### config.mk
export PLATFORM = sky130hd
export DESIGN_NAME = dram_width_bridge_flat
export DESIGN_NICKNAME = d
export VERILOG_FILES = /design/src/rtl/dram_width_bridge_if.sv /design/src/rtl/dram_width_bridge.sv /design/src/flat_wrapper.sv
export SDC_FILE = /design/constraint.sdc
export NUM_CORES = 1
export LEC_CHECK = 0
export CAP_MARGIN = 20
export CORE_MARGIN = 8
export CORE_UTILIZATION = 33
export CTS_CLUSTER_DIAMETER = 50
export CTS_CLUSTER_SIZE = 14
export DETAILED_ROUTE_END_ITERATION = 10
export PLACE_DENSITY = 0.63
export SLEW_MARGIN = 10
export SYNTH_ARGS = -nofsm -noshare
export SYNTH_HDL_FRONTEND = slang
export SYNTH_SLANG_ARGS = --single-unit
### constraint.sdc
create_clock -name clk -period 5.1 [get_ports clk]
set_clock_uncertainty 0.05 [all_clocks]
set_input_delay 1.02 -clock clk [delete_from_list [all_inputs] [get_ports clk]]
set_output_delay 1.02 -clock clk [all_outputs]
set_load 0.005 [all_outputs]
### src/rtl/dram_width_bridge_if.sv
// Bus interfaces for the DRAM width bridge.
//   dram_mem_if : 32-bit word-oriented MCU memory port (master = MCU, slave = bridge)
//   sdram_if    : 16-bit half-word SDRAM request/return port (master = bridge, slave = SDRAM)
// Width macros default here when the surrounding build does not provide them.

`ifndef MEM_ADDR_BITS
`define MEM_ADDR_BITS 24
`endif
`ifndef XLEN
`define XLEN 32
`endif
`ifndef XLEN_BYTES
`define XLEN_BYTES 4
`endif

interface dram_mem_if;
    logic [`MEM_ADDR_BITS-1:0] dram_mem_addr;
    logic                      dram_mem_read_en;
    logic                      dram_mem_write_en;
    logic [`XLEN_BYTES-1:0]    dram_mem_byte_enable;
    logic [`XLEN-1:0]          dram_mem_write_data;
    logic                      dram_ack;
    logic [`XLEN-1:0]          dram_mem_read_data;

    modport master (
        output dram_mem_addr, dram_mem_read_en, dram_mem_write_en,
               dram_mem_byte_enable, dram_mem_write_data,
        input  dram_ack, dram_mem_read_data
    );

    modport slave (
        input  dram_mem_addr, dram_mem_read_en, dram_mem_write_en,
               dram_mem_byte_enable, dram_mem_write_data,
        output dram_ack, dram_mem_read_data
    );
endinterface

interface sdram_if #(parameter int SDRAM_ADDR_BITS = `MEM_ADDR_BITS + 1);
    logic [SDRAM_ADDR_BITS-1:0] sdram_addr;
    logic                       sdram_read;
    logic                       sdram_write;
    logic [1:0]                 sdram_byteenable;
    logic [15:0]                sdram_writedata;
    logic                       sdram_waitrequest;
    logic                       sdram_readdatavalid;
    logic [15:0]                sdram_readdata;

    modport master (
        output sdram_addr, sdram_read, sdram_write, sdram_byteenable, sdram_writedata,
        input  sdram_waitrequest, sdram_readdatavalid, sdram_readdata
    );

    modport slave (
        input  sdram_addr, sdram_read, sdram_write, sdram_byteenable, sdram_writedata,
        output sdram_waitrequest, sdram_readdatavalid, sdram_readdata
    );
endinterface

### src/rtl/dram_width_bridge.sv
// dram_width_bridge: splits each 32-bit MCU access into two 16-bit SDRAM
// accesses (low half at {addr,0}, high half at {addr,1}) and reassembles reads.
// Optional feature macro DRAM_SKIP_EMPTY_HALF_EN: when defined, write halves
// whose two byte enables are both clear are not issued to the SDRAM.
//
// state   | meaning
// --------+------------------------------------------------------------
// IDLE    | waiting for an MCU read/write pulse; request fields latched
// LO_REQ  | low half-word request on SDRAM, held until accepted
// HI_REQ  | high half-word request on SDRAM, held until accepted
// RD_WAIT | read: waiting for both return beats
// ACK     | one-cycle completion pulse to the MCU

`ifndef MEM_ADDR_BITS
`define MEM_ADDR_BITS 24
`endif
`ifndef XLEN
`define XLEN 32
`endif
`ifndef XLEN_BYTES
`define XLEN_BYTES 4
`endif

module dram_width_bridge #(
    parameter int SDRAM_ADDR_BITS = `MEM_ADDR_BITS + 1
) (
    input  logic      clk,
    input  logic      sync_reset,
    dram_mem_if.slave mem,
    sdram_if.master   sdram
);

    typedef enum logic [2:0] {
        IDLE    = 3'd0,
        LO_REQ  = 3'd1,
        HI_REQ  = 3'd2,
        RD_WAIT = 3'd3,
        ACK     = 3'd4
    } state_t;

    state_t state_q;
    state_t state_d;

    logic [`MEM_ADDR_BITS-1:0] addr_q;
    logic [`XLEN_BYTES-1:0]    be_q;
    logic [`XLEN-1:0]          wdata_q;
    logic                      is_write_q;
    logic [1:0]                beat_cnt_q;
    logic [15:0]               rd_lo_q;
    logic [`XLEN-1:0]          rdata_q;

    logic                       req_any;
    logic                       beat_ok;
    logic [SDRAM_ADDR_BITS-1:0] sd_addr_d;
    logic                       sd_read_d;
    logic                       sd_write_d;
    logic [1:0]                 sd_be_d;
    logic [15:0]                sd_wdata_d;

    assign req_any = mem.dram_mem_read_en | mem.dram_mem_write_en;

    // Return beats belong to the current read only once its low half has been
    // accepted, and only the first two are used.
    assign beat_ok = sdram.sdram_readdatavalid && !is_write_q &&
                     (state_q == HI_REQ || state_q == RD_WAIT) &&
                     (beat_cnt_q != 2'd2);

    // State register.
    always_ff @(posedge clk) begin
        if (sync_reset) begin
            state_q <= IDLE;
        end else begin
            state_q <= state_d;
        end
    end

    // Next-state selection.
    always_comb begin
        state_d = state_q;
        case (state_q)
            IDLE: begin
                if (req_any) begin
`ifdef DRAM_SKIP_EMPTY_HALF_EN
                    if (mem.dram_mem_write_en && mem.dram_mem_byte_enable[1:0] == 2'b00) begin
                        state_d = (mem.dram_mem_byte_enable[3:2] == 2'b00) ? ACK : HI_REQ;
                    end else begin
                        state_d = LO_REQ;
                    end
`else
                    state_d = LO_REQ;
`endif
                end
            end
            LO_REQ: begin
                if (!sdram.sdram_waitrequest) begin
`ifdef DRAM_SKIP_EMPTY_HALF_EN
                    state_d = (is_write_q && be_q[3:2] == 2'b00) ? ACK : HI_REQ;
`else
                    state_d = HI_REQ;
`endif
                end
            end
            HI_REQ: begin
                if (!sdram.sdram_waitrequest) begin
                    state_d = is_write_q ? ACK : RD_WAIT;
                end
            end
            RD_WAIT: begin
                if (beat_cnt_q == 2'd2) begin
                    state_d = ACK;
                end
            end
            ACK: begin
                state_d = IDLE;
            end
            default: begin
                state_d = IDLE;
            end
        endcase
    end

    // SDRAM request outputs decoded from the current state; all zero outside the request states.
    always_comb begin
        sd_addr_d  = '0;
        sd_read_d  = 1'b0;
        sd_write_d = 1'b0;
        sd_be_d    = 2'b00;
        sd_wdata_d = 16'h0000;
        case (state_q)
            LO_REQ: begin
                sd_addr_d  = SDRAM_ADDR_BITS'({addr_q, 1'b0});
                sd_read_d  = !is_write_q;
                sd_write_d = is_write_q;
                sd_be_d    = is_write_q ? be_q[1:0] : 2'b11;
                sd_wdata_d = wdata_q[15:0];
            end
            HI_REQ: begin
                sd_addr_d  = SDRAM_ADDR_BITS'({addr_q, 1'b1});
                sd_read_d  = !is_write_q;
                sd_write_d = is_write_q;
                sd_be_d    = is_write_q ? be_q[3:2] : 2'b11;
                sd_wdata_d = wdata_q[31:16];
            end
            default: begin
            end
        endcase
    end

    assign sdram.sdram_addr       = sd_addr_d;
    assign sdram.sdram_read       = sd_read_d;
    assign sdram.sdram_write      = sd_write_d;
    assign sdram.sdram_byteenable = sd_be_d;
    assign sdram.sdram_writedata  = sd_wdata_d;
    assign mem.dram_ack           = (state_q == ACK);
    assign mem.dram_mem_read_data = rdata_q;

    // Request capture and read reassembly; the visible read word only changes
    // when the second beat lands, so a partial read never shows through.
    always_ff @(posedge clk) begin
        if (sync_reset) begin
            addr_q     <= '0;
            be_q       <= '0;
            wdata_q    <= '0;
            is_write_q <= 1'b0;
            beat_cnt_q <= 2'd0;
            rd_lo_q    <= 16'h0000;
            rdata_q    <= '0;
        end else begin
            if (state_q == IDLE) begin
                beat_cnt_q <= 2'd0;
                if (req_any) begin
                    addr_q     <= mem.dram_mem_addr;
                    be_q       <= mem.dram_mem_byte_enable;
                    wdata_q    <= mem.dram_mem_write_data;
                    is_write_q <= mem.dram_mem_write_en;
                end
            end
            if (beat_ok) begin
                beat_cnt_q <= beat_cnt_q + 2'd1;
                if (beat_cnt_q == 2'd0) begin
                    rd_lo_q <= sdram.sdram_readdata;
                end else begin
                    rdata_q <= {sdram.sdram_readdata, rd_lo_q};
                end
            end
        end
    end

endmodule

### src/flat_wrapper.sv
// flat-port wrapper written by rule: the top's interface ports become plain ports
module dram_width_bridge_flat 
#(
    parameter int SDRAM_ADDR_BITS = `MEM_ADDR_BITS + 1
)
  (clk, sync_reset, mem_dram_mem_addr, mem_dram_mem_read_en, mem_dram_mem_write_en, mem_dram_mem_byte_enable, mem_dram_mem_write_data, mem_dram_ack, mem_dram_mem_read_data, sdram_sdram_addr, sdram_sdram_read, sdram_sdram_write, sdram_sdram_byteenable, sdram_sdram_writedata, sdram_sdram_waitrequest, sdram_sdram_readdatavalid, sdram_sdram_readdata);
  dram_mem_if mem_i ();
  sdram_if #(.SDRAM_ADDR_BITS(SDRAM_ADDR_BITS)) sdram_i ();
  input  logic clk;
  input  logic sync_reset;
  input wire logic [$bits(mem_i.dram_mem_addr)-1:0] mem_dram_mem_addr;
  input wire logic [$bits(mem_i.dram_mem_read_en)-1:0] mem_dram_mem_read_en;
  input wire logic [$bits(mem_i.dram_mem_write_en)-1:0] mem_dram_mem_write_en;
  input wire logic [$bits(mem_i.dram_mem_byte_enable)-1:0] mem_dram_mem_byte_enable;
  input wire logic [$bits(mem_i.dram_mem_write_data)-1:0] mem_dram_mem_write_data;
  output wire logic [$bits(mem_i.dram_ack)-1:0] mem_dram_ack;
  output wire logic [$bits(mem_i.dram_mem_read_data)-1:0] mem_dram_mem_read_data;
  output wire logic [$bits(sdram_i.sdram_addr)-1:0] sdram_sdram_addr;
  output wire logic [$bits(sdram_i.sdram_read)-1:0] sdram_sdram_read;
  output wire logic [$bits(sdram_i.sdram_write)-1:0] sdram_sdram_write;
  output wire logic [$bits(sdram_i.sdram_byteenable)-1:0] sdram_sdram_byteenable;
  output wire logic [$bits(sdram_i.sdram_writedata)-1:0] sdram_sdram_writedata;
  input wire logic [$bits(sdram_i.sdram_waitrequest)-1:0] sdram_sdram_waitrequest;
  input wire logic [$bits(sdram_i.sdram_readdatavalid)-1:0] sdram_sdram_readdatavalid;
  input wire logic [$bits(sdram_i.sdram_readdata)-1:0] sdram_sdram_readdata;
  assign mem_i.dram_mem_addr = mem_dram_mem_addr;
  assign mem_i.dram_mem_read_en = mem_dram_mem_read_en;
  assign mem_i.dram_mem_write_en = mem_dram_mem_write_en;
  assign mem_i.dram_mem_byte_enable = mem_dram_mem_byte_enable;
  assign mem_i.dram_mem_write_data = mem_dram_mem_write_data;
  assign mem_dram_ack = mem_i.dram_ack;
  assign mem_dram_mem_read_data = mem_i.dram_mem_read_data;
  assign sdram_sdram_addr = sdram_i.sdram_addr;
  assign sdram_sdram_read = sdram_i.sdram_read;
  assign sdram_sdram_write = sdram_i.sdram_write;
  assign sdram_sdram_byteenable = sdram_i.sdram_byteenable;
  assign sdram_sdram_writedata = sdram_i.sdram_writedata;
  assign sdram_i.sdram_waitrequest = sdram_sdram_waitrequest;
  assign sdram_i.sdram_readdatavalid = sdram_sdram_readdatavalid;
  assign sdram_i.sdram_readdata = sdram_sdram_readdata;
  dram_width_bridge #(.SDRAM_ADDR_BITS(SDRAM_ADDR_BITS)) u_core (.clk(clk), .sync_reset(sync_reset), .mem(mem_i), .sdram(sdram_i));
endmodule
==> results.toml, run 1 <==
[sta]
whs_ns = 0.4174
hold_viol = 0
tightest_slew_ns = 0.9924
fmaxAchievable_ghz = 0.2603
timing.final.ws_setup_ns = 1.258
maxSlewHeadroom_pct = 33.68
setup_viol = 0
fin_crit_sh_pct = 75.34
rsz0062_at_grt = "no"
slew_viol_final = 0
tns_ns = 0
fin_crit_ns = 3.842

[clock_tree]
postCtsSetupRepairBufs = 0
max-clock-path-buffers = 2
cts_hold_buf = 0
htree_levels = 4
clk_latency_ns = 0.41
clk_pin_slew_worst_paths_ns = 0.06
root_buffer = "clkbuf_16"
numCtsBuffers = 17
numClockSinks = 114
tritoncts = "yes"
cts_resized = 0

[power_and_ir_drop]
p_sw_share_pct = 24.91
cellPowerDensity_nw_per_um2 = 341.6
leakage_uw = 0.002624
netSwitchingPower_uw = 626.7
internal_power_uw = 1889
combinationalPowerShare_pct = 14.1
pwr-share-seq_pct = 38.7
peakVddDrop_v = 0.0002055
clock_power_share_pct = 47.2

[logic_synthesis]
synth_top_family_by_area = "simple AND/OR/NAND/NOR gates"
yosys.cell_types.count = 35
yosysWarnings = 0
synth_top_area_cell = "dfxtp_1"
synth-main-ff-cell = "dfxtp_1"
synth_fa_ha_area_share_pct = 0.4919
async_flop_share_pct = 0
synthSimpleGateAreaFrac_pct = 23.27
synth_area_leaders = "dfxtp_1 (45%), mux2i_1 (9.8%), nand3b_1 (8.9%)"
muxShareOfSynthArea_pct = 9.838
synth_top_area_share_pct = 44.86
seq_area_frac_synth_pct = 44.86
ys_seq_elements = 114
synthesis.nets = 630
synth_common_cells = "dfxtp_1 (114), nand2b_1 (69), a21oi_1 (64)"
postSynthCellCount = 546
synth_edf_count = 0
yosysMostFrequentCell = "dfxtp_1"
synth_compound_area_share_pct = 16.33
syn_avg_cell_area_um2 = 9.318
synthesis.area_um2 = 5087
synth_xor_area_share_pct = 0.1722

[global_route]
grt_pass1_vias = 4487
grt_max_degree = 130
grt_pass1_wl_um = 23340
overflow = 0
grt_antenna_before_repair = 1
track_usage_pct = 14.76

[layout]
drive_gt1_share_pct = 6.957
area_growth_syn_to_layout_pct = 44.76
antennaDiodeCount = 0
stdcell_area_um2 = 7365
fin_nets = 762

[setup_path]
crit_fanout = 16
worstPathRequired_ns = 4.03
worstSetupEndpointType = "output port"
criticalPathCategory = "flip-flop to output port"
startpoint_type = "flip-flop"
r2r_setup_slack_ns = 2.73
cp.arrival_ns = 2.77
reg2regPathDepth = 4
reg2reg_from = "u_core.state_q[1]"
critPathLaunch = "u_core.state_q[1]"
reg2reg_to = "u_core.addr_q[12]"

[drt]
dr.pass1.iters = 4
via_per_inst = 5.044
drc_errors = 0
routed-via-count = 4429
ant_nets = 0
drt_iter0_drc = 181
routedWlPerCell_um = 16.82
wirelength_um = 14770

[placed_design]
gp_congestion = 0.8187
hpwlAfterDp_um = 9911
preCtsSetupSlack_ns = 1.391
port_buffers = 159
placed_cell_area_um2 = 6731

[outcome]
status = "completed"

[hold_path]
hold_end = "u_core.addr_q[3]"
holdPathStages = 2
hold_start = "u_core.addr_q[3]"
hold_path.class = "flip-flop to flip-flop"

[floorplan]
pin_count = 160
die_y_um = 140.2
die_w_um = 140.2
core-area_um2 = 15150
start_util_pct = 33.59
dieArea_um2 = 19640
row_count = 45

[job]
drv_cap = 0
## per-stage QoR
stage | instances | power [uW] | util, %
after floorplan | 546 | 1171 | -
after CTS | 875 | 2546 | 48.34
after detailed placement | 844 | 1344 | 44.44
after global routing | 878 | 2622 | 48.62
final | 878 | 2516 | 48.62
after global placement | 844 | 1334 | 44.44
## placed cells by master, fill, tap and decap left out, types with 3 or more instances in the layout
cell / Yosys / routed
a22o_1: 16 / 16
clkbuf_16: 0 / 17
nand2b_1: 69 / 69
dfxtp_1: 114 / 114
clkinvlp_4: 0 / 4
mux2i_1: 50 / 50
bufinv_16: 0 / 3
clkdlybuf4s50_1: 0 / 158
o21ai_0: 61 / 61
and2_1: 25 / 25
inv_1: 3 / 3
nand3b_1: 60 / 60
a21oi_1: 64 / 64
nor2_1: 4 / 3
clkinv_2: 0 / 3
buf_4: 0 / 7
## power by group through the flow
stage	logic [uW]	clock network [uW]	registers (uW)
3_5_place_dp	353	0	991
2_1_floorplan	197	0	973
4_1_cts	356	1220	973
3_3_place_gp	343	0	991
5_1_grt	388	1250	979
6_report	355	1190	973
## flip-flops by register name (all words and copies together) (netlist names)
register                       count
u_core.addr_q                     24
u_core.be_q                        4
u_core.beat_cnt_q                  2
u_core.is_write_q                  1
u_core.mem.dram_mem_read_data     32
u_core.rd_lo_q                    16
u_core.state_q                     3
u_core.wdata_q                    32
## final cells by class
cell class / instances / area, um2
clock buffer: 18 / 429.2
clock inverter: 13 / 161.4
fill: 1423 / 7781
inverter: 3 / 11.26
multi-input combinational: 374 / 2569
sequential: 114 / 2282
tap: 188 / 235.2
timing repair buffer: 168 / 1677
## worst max-delay path by stage
stage               cells after the start  slack, ns                        end
floorplan                               4       2.67   sdram_sdram_writedata[0]
global placement                        3       1.57  sdram_sdram_writedata[12]
detailed placement                      3       1.39   sdram_sdram_writedata[4]
CTS                                     3       0.95   sdram_sdram_writedata[4]
global route                            5       1.05          sdram_sdram_write
finish                                  4       1.26   sdram_sdram_writedata[4]
## cells by family (layout without fill, tap and decap cells)
logic type / count (synthesis) / count (layout)
XOR/XNOR: 1 / 1
AO/OA/AOI/OAI: 149 / 149
multiplexers: 50 / 50
flip-flops: 114 / 114
adder cells (fa/ha/maj): 2 / 2
buffers and inverters: 58 / 202
AND/OR/NAND/NOR: 172 / 172
## critical path, cell delays in order, from the launching register on
cell and delay (ns):
dfxtp_1 0.75, nor3b_2 0.71, buf_6 0.23, a22o_1 0.15
clkdlybuf4s50_1 0.52
## per-layer routing
metal  vias to the layer above  routed length, um  global-route usage [%]
met2                       137               6777                   23.85
met3                        16               1310                   6.796
met1                      2095               6499                   16.87
li1                       2179                  -                       -
met4                         2                175                   5.143
met5                         -                 10                       0
Power figures use the tool's default switching activity.
==> run 2, diff against run 1 <==
clock period = 3.95 ns   (was 5.1 ns; I/O delays follow)
==> run 2 against run 1 <==
Total power is 30% higher. Utilization is 0.11 points higher. Global-route usage rose by 0.16 points. Via count fell by 1.6%. Final cell count unchanged. Combinational power increased by 30%. Register-to-register slack got worse by 1.0 ns. Clock power rose by 29%. Critical path depth increased by 1. Sequential cell count did not move. Sequential share of layout area fell by 0.068 points.
==> results.toml, run 2 (synthesis results as in run 1) <==
[hold_path]
hold_end = "u_core.mem.dram_mem_read_data[21]"
hold_start = "u_core.mem.dram_mem_read_data[21]"
hold_path.class = "flip-flop to flip-flop"
holdPathStages = 2

[sta]
rsz0062_at_grt = "no"
timing.final.ws_setup_ns = 0.6296
fin_crit_ns = 3.320
hold_viol = 0
slew_viol_final = 0
fin_crit_sh_pct = 84.06
setup_viol = 0
tightest_slew_ns = 0.9714
fmaxAchievable_ghz = 0.3012
maxSlewHeadroom_pct = 35.24
tns_ns = 0

[setup_path]
reg2reg_to = "u_core.rd_lo_q[3]"
reg2reg_from = "u_core.state_q[1]"
startpoint_type = "flip-flop"
worstPathRequired_ns = 3.11
worstSetupEndpointType = "output port"
cp.arrival_ns = 2.48
crit_fanout = 26
r2r_setup_slack_ns = 1.71
reg2regPathDepth = 3
criticalPathCategory = "flip-flop to output port"

[layout]
mostFrequentLayoutCell = "clkdlybuf4s50_1"
postLayoutCoreUtil_pct = 48.73
antennaDiodeCount = 0
area_growth_syn_to_layout_pct = 45.08
final_cell_mix = "clkdlybuf4s50_1 (158), dfxtp_1 (114), nand2b_1 (69)"
drive_gt1_share_pct = 6.812
fin_nets = 762
nFillCells = 1400

[outcome]
status = "completed"

[clock_tree]
tritoncts = "yes"
numClockSinks = 114
cts_resized = 0
postCtsSetupRepairBufs = 0
htree_levels = 4
cts_hold_buf = 0
clk_pin_slew_worst_paths_ns = 0.05
clk_latency_ns = 0.40
root_buffer = "clkbuf_16"
max-clock-path-buffers = 2
numCtsBuffers = 17

[placed_design]
preCtsSetupSlack_ns = 1.038
port_buffers = 159
gp_congestion = 0.7349
hpwlAfterDp_um = 9727

[global_route]
grt_pass1_wl_um = 23540
overflow = 0
grt_antenna_before_repair = 1
track_usage_pct = 14.93
grt_pass1_vias = 4454
grt_max_degree = 130

[drt]
drc_errors = 0
wirelength_um = 14640
dr.pass1.iters = 4
routedWlPerCell_um = 16.67
ant_nets = 0
routed-via-count = 4359
drt_iter0_drc = 241
via_per_inst = 4.965

[job]
drv_cap = 0

[floorplan]
pin_count = 160
die_w_um = 140.2
core-area_um2 = 15150
dieArea_um2 = 19640
die_y_um = 140.2
row_count = 45
start_util_pct = 33.59

[power_and_ir_drop]
power_uw = 3260
peakVddDrop_v = 0.0002795
leakage_uw = 0.002639
cellPowerDensity_nw_per_um2 = 441.7
==> run 2: changes by cell type in the layout (fill, tap and decap cells not counted), moves of 2 or more <==
cell        previous run  this run
buf_6                  2         0
inv_6                  2         0
clkbuf_8               0         2
clkinvlp_4             4         2
==> run 2: how the worst max path moves through the flow <==
stage	start	endpoint	slack, ns	depth (start not counted)
2_1_floorplan	u_core.state_q[1]	sdram_sdram_writedata[0]	1.75	4
3_3_place_gp	u_core.state_q[1]	sdram_sdram_write	1.08	5
3_5_place_dp	u_core.state_q[1]	sdram_sdram_write	1.04	5
4_1_cts	u_core.state_q[1]	sdram_sdram_write	0.59	5
5_1_grt	u_core.state_q[1]	sdram_sdram_write	0.41	5
6_report	u_core.state_q[1]	sdram_sdram_write	0.63	5
==> run 2: final cells by class <==
class | count | area (um2) | area share (%)
multi-input cells | 374 | 2569 | 34.80
flip-flops and latches | 114 | 2282 | 30.92
repair buffers | 168 | 1689 | 22.89
clock buffers | 21 | 460.4 | 6.238
well taps | 188 | 235.2 | 3.187
clock inverters | 10 | 133.9 | 1.814
inverters | 3 | 11.26 | 0.1526
==> run 2: critical path, stage by stage, from the launching register on <==
cell and delay [ns]:
dfxtp_1 0.73, xnor2_1 0.22, nor2_1 0.13, buf_4 0.27
and2_1 0.17, clkdlybuf4s50_1 0.55
==> run 2: power by group <==
group          switching [uW]  internal (uW)  total (uW)
Combinational             222            239         461
Clock                     528           1020        1540
Sequential               39.2           1220        1250
==> run 2: layer usage <==
layer,global-route usage [%],up-vias,wire [um]
li1,-,2176,-
met1,16.76,2037,6335
met2,24.28,128,6859
met3,7.170,16,1243
met4,5.143,2,189
met5,0,-,10
==> run 2: through the flow <==
step,hold slack (ns),cell area [um2],instances
after floorplan,0.3989,5087,546
after global placement,0.4078,6759,846
after detailed placement,0.4137,6759,846
after CTS,0.4235,7353,877
after global routing,0.4443,7381,878
final,0.4218,7381,878
==> run 3, diff against run 2 <==
PLACE_DENSITY = 0.65   (was 0.63)
clock period = 2.8 ns   (was 3.95 ns; I/O delays follow)
==> run 3 against run 2 <==
Die area did not move. Sequential power up 41%. Sequential cell count is the same. Utilization is 0.93 points higher. Final cell count is 0.80% higher. Sequential share of layout area fell by 0.56 points. Design area increased by 1.9%. Clock power rose by 56%. Largest power group unchanged.
==> results.toml, run 3 (synthesis results as in run 1) <==
[clock_tree]
numCtsBuffers = 17
postCtsSetupRepairBufs = 0
htree_levels = 4
clk_pin_slew_worst_paths_ns = 0.05
numClockSinks = 114
cts_hold_buf = 0
clk_latency_ns = 0.42
root_buffer = "clkbuf_16"
tritoncts = "yes"
max-clock-path-buffers = 2

[layout]
drive_gt1_share_pct = 8.034
final_cell_mix = "clkdlybuf4s50_1 (158), dfxtp_1 (113), nand2b_1 (69)"
fin_nets = 768
nFillCells = 1391
antennaDiodeCount = 0
mostFrequentLayoutCell = "clkdlybuf4s50_1"
area_growth_syn_to_layout_pct = 47.84
fin_cells = 885

[placed_design]
port_buffers = 159
hpwlAfterDp_um = 9610
gp_congestion = 0.8127
dp_cells = 852

[power_and_ir_drop]
leakage_uw = 0.002698
cellPowerDensity_nw_per_um2 = 644.2
power_uw = 4845
peakVddDrop_v = 0.0004086

[sta]
fin_crit_ns = 2.669
slew_viol_final = 0
rsz0062_at_grt = "no"
setup_viol = 0
tightest_slew_ns = 0.6324
hold_viol = 0
tns_ns = 0
maxSlewHeadroom_pct = 57.70
fmaxAchievable_ghz = 0.3747
fin_crit_sh_pct = 95.31

[setup_path]
startpoint_type = "flip-flop"
r2r_setup_slack_ns = 0.94
criticalPathCategory = "flip-flop to output port"
cp.arrival_ns = 2.06
worstSetupEndpointType = "output port"
worstPathRequired_ns = 2.19
crit_fanout = 21
reg2reg_to = "u_core.wdata_q[20]"
reg2regPathDepth = 5
reg2reg_from = "u_core.state_q[0]"

[drt]
via_per_inst = 5.059
drt_iter0_drc = 279
wirelength_um = 14400
routedWlPerCell_um = 16.27
drc_errors = 0
dr.pass1.iters = 4
ant_nets = 0
routed-via-count = 4477

[floorplan]
dieArea_um2 = 19640
pin_count = 160
die_w_um = 140.2
start_util_pct = 33.59
die_y_um = 140.2
core-area_um2 = 15150
row_count = 45

[hold_path]
holdPathStages = 2
hold_path.class = "flip-flop to flip-flop"
hold_end = "u_core.addr_q[15]"
hold_start = "u_core.addr_q[15]"

[job]
drv_cap = 0

[global_route]
grt_pass1_vias = 4539
grt_pass1_wl_um = 23070
overflow = 0
grt_max_degree = 130
track_usage_pct = 14.56
grt_antenna_before_repair = 1

[outcome]
status = "completed"
[run 3: cell types whose count changed in the layout (fill, tap and decap cells not counted)]
cell        delta
buf_4          +3
clkinvlp_4     +2
bufinv_16      +2
buf_6          +1
clkinv_2       -3
dfxtp_2        +1
dfxtp_1        -1
inv_6          +2
clkbuf_1       -1
buf_12         +2
clkinv_4       -1
[run 3: worst max-delay path by stage]
stage / from / end / slack [ns] / depth (start not counted)
6_report: u_core.state_q[0] / sdram_sdram_write / 0.13 / 5
5_1_grt: u_core.state_q[0] / sdram_sdram_addr[8] / 0.01 / 5
2_1_floorplan: u_core.state_q[1] / sdram_sdram_writedata[0] / 0.83 / 4
4_1_cts: u_core.state_q[1] / sdram_sdram_write / 0.03 / 5
3_3_place_gp: u_core.state_q[1] / sdram_sdram_write / 0.52 / 5
3_5_place_dp: u_core.state_q[1] / sdram_sdram_write / 0.45 / 5
[run 3: layout make-up]
cell class | count | area [um2] | share of cell area [%]
Clock buffer | 20 | 456.7 | 6.072
Inverter | 3 | 11.26 | 0.1497
Sequential cell | 114 | 2283 | 30.36
Clock inverter | 12 | 202.7 | 2.695
Tap cell | 188 | 235.2 | 3.128
Timing Repair Buffer | 174 | 1763 | 23.44
Multi-Input combinational cell | 374 | 2569 | 34.15
[run 3: what timing repair did]
action / in CTS / in global routing
cloned: 0 / 0
gates resized for setup: 1 / 1
endpoints found under the setup margin: 1 / 20
hold endpoints to repair: 0 / 0
[run 3: per-layer routing]
| metal | global-route usage [%] | share of wire [%] |
|---|---|---|
| met3 | 7.170 | 9.0 |
| met4 | 4.857 | 0.70 |
| met1 | 16.89 | 43 |
| met2 | 22.96 | 47 |
| met5 | 0 | 0.062 |
[run 3: through the flow]
| stage | worst slack, ns | area (um2) | hold WS (ns) | utilization, % |
|---|---|---|---|---|
| after floorplan | 0.8340 | 5087 | 0.3989 | - |
| after global placement | 0.5185 | 6829 | 0.4079 | 45.09 |
| after detailed placement | 0.4485 | 6829 | 0.4119 | 45.09 |
| after CTS | 0.02774 | 7492 | 0.4194 | 49.47 |
| after global routing | 0.01401 | 7521 | 0.4423 | 49.66 |
| final | 0.1312 | 7521 | 0.4206 | 49.66 |
[run 3: power breakdown]
part | total, uW | internal (uW) | switching [uW]
Combinational | 681 | 356 | 325
Sequential | 1760 | 1710 | 47.5
Clock | 2400 | 1630 | 774
[run 3: critical path: stages, from the launching register on]
cell and delay [ns]:
dfxtp_1 0.40, xnor2_1 0.15, nor2_1 0.18, buf_6 0.21, and2_1 0.15, clkdlybuf4s50_1 0.55
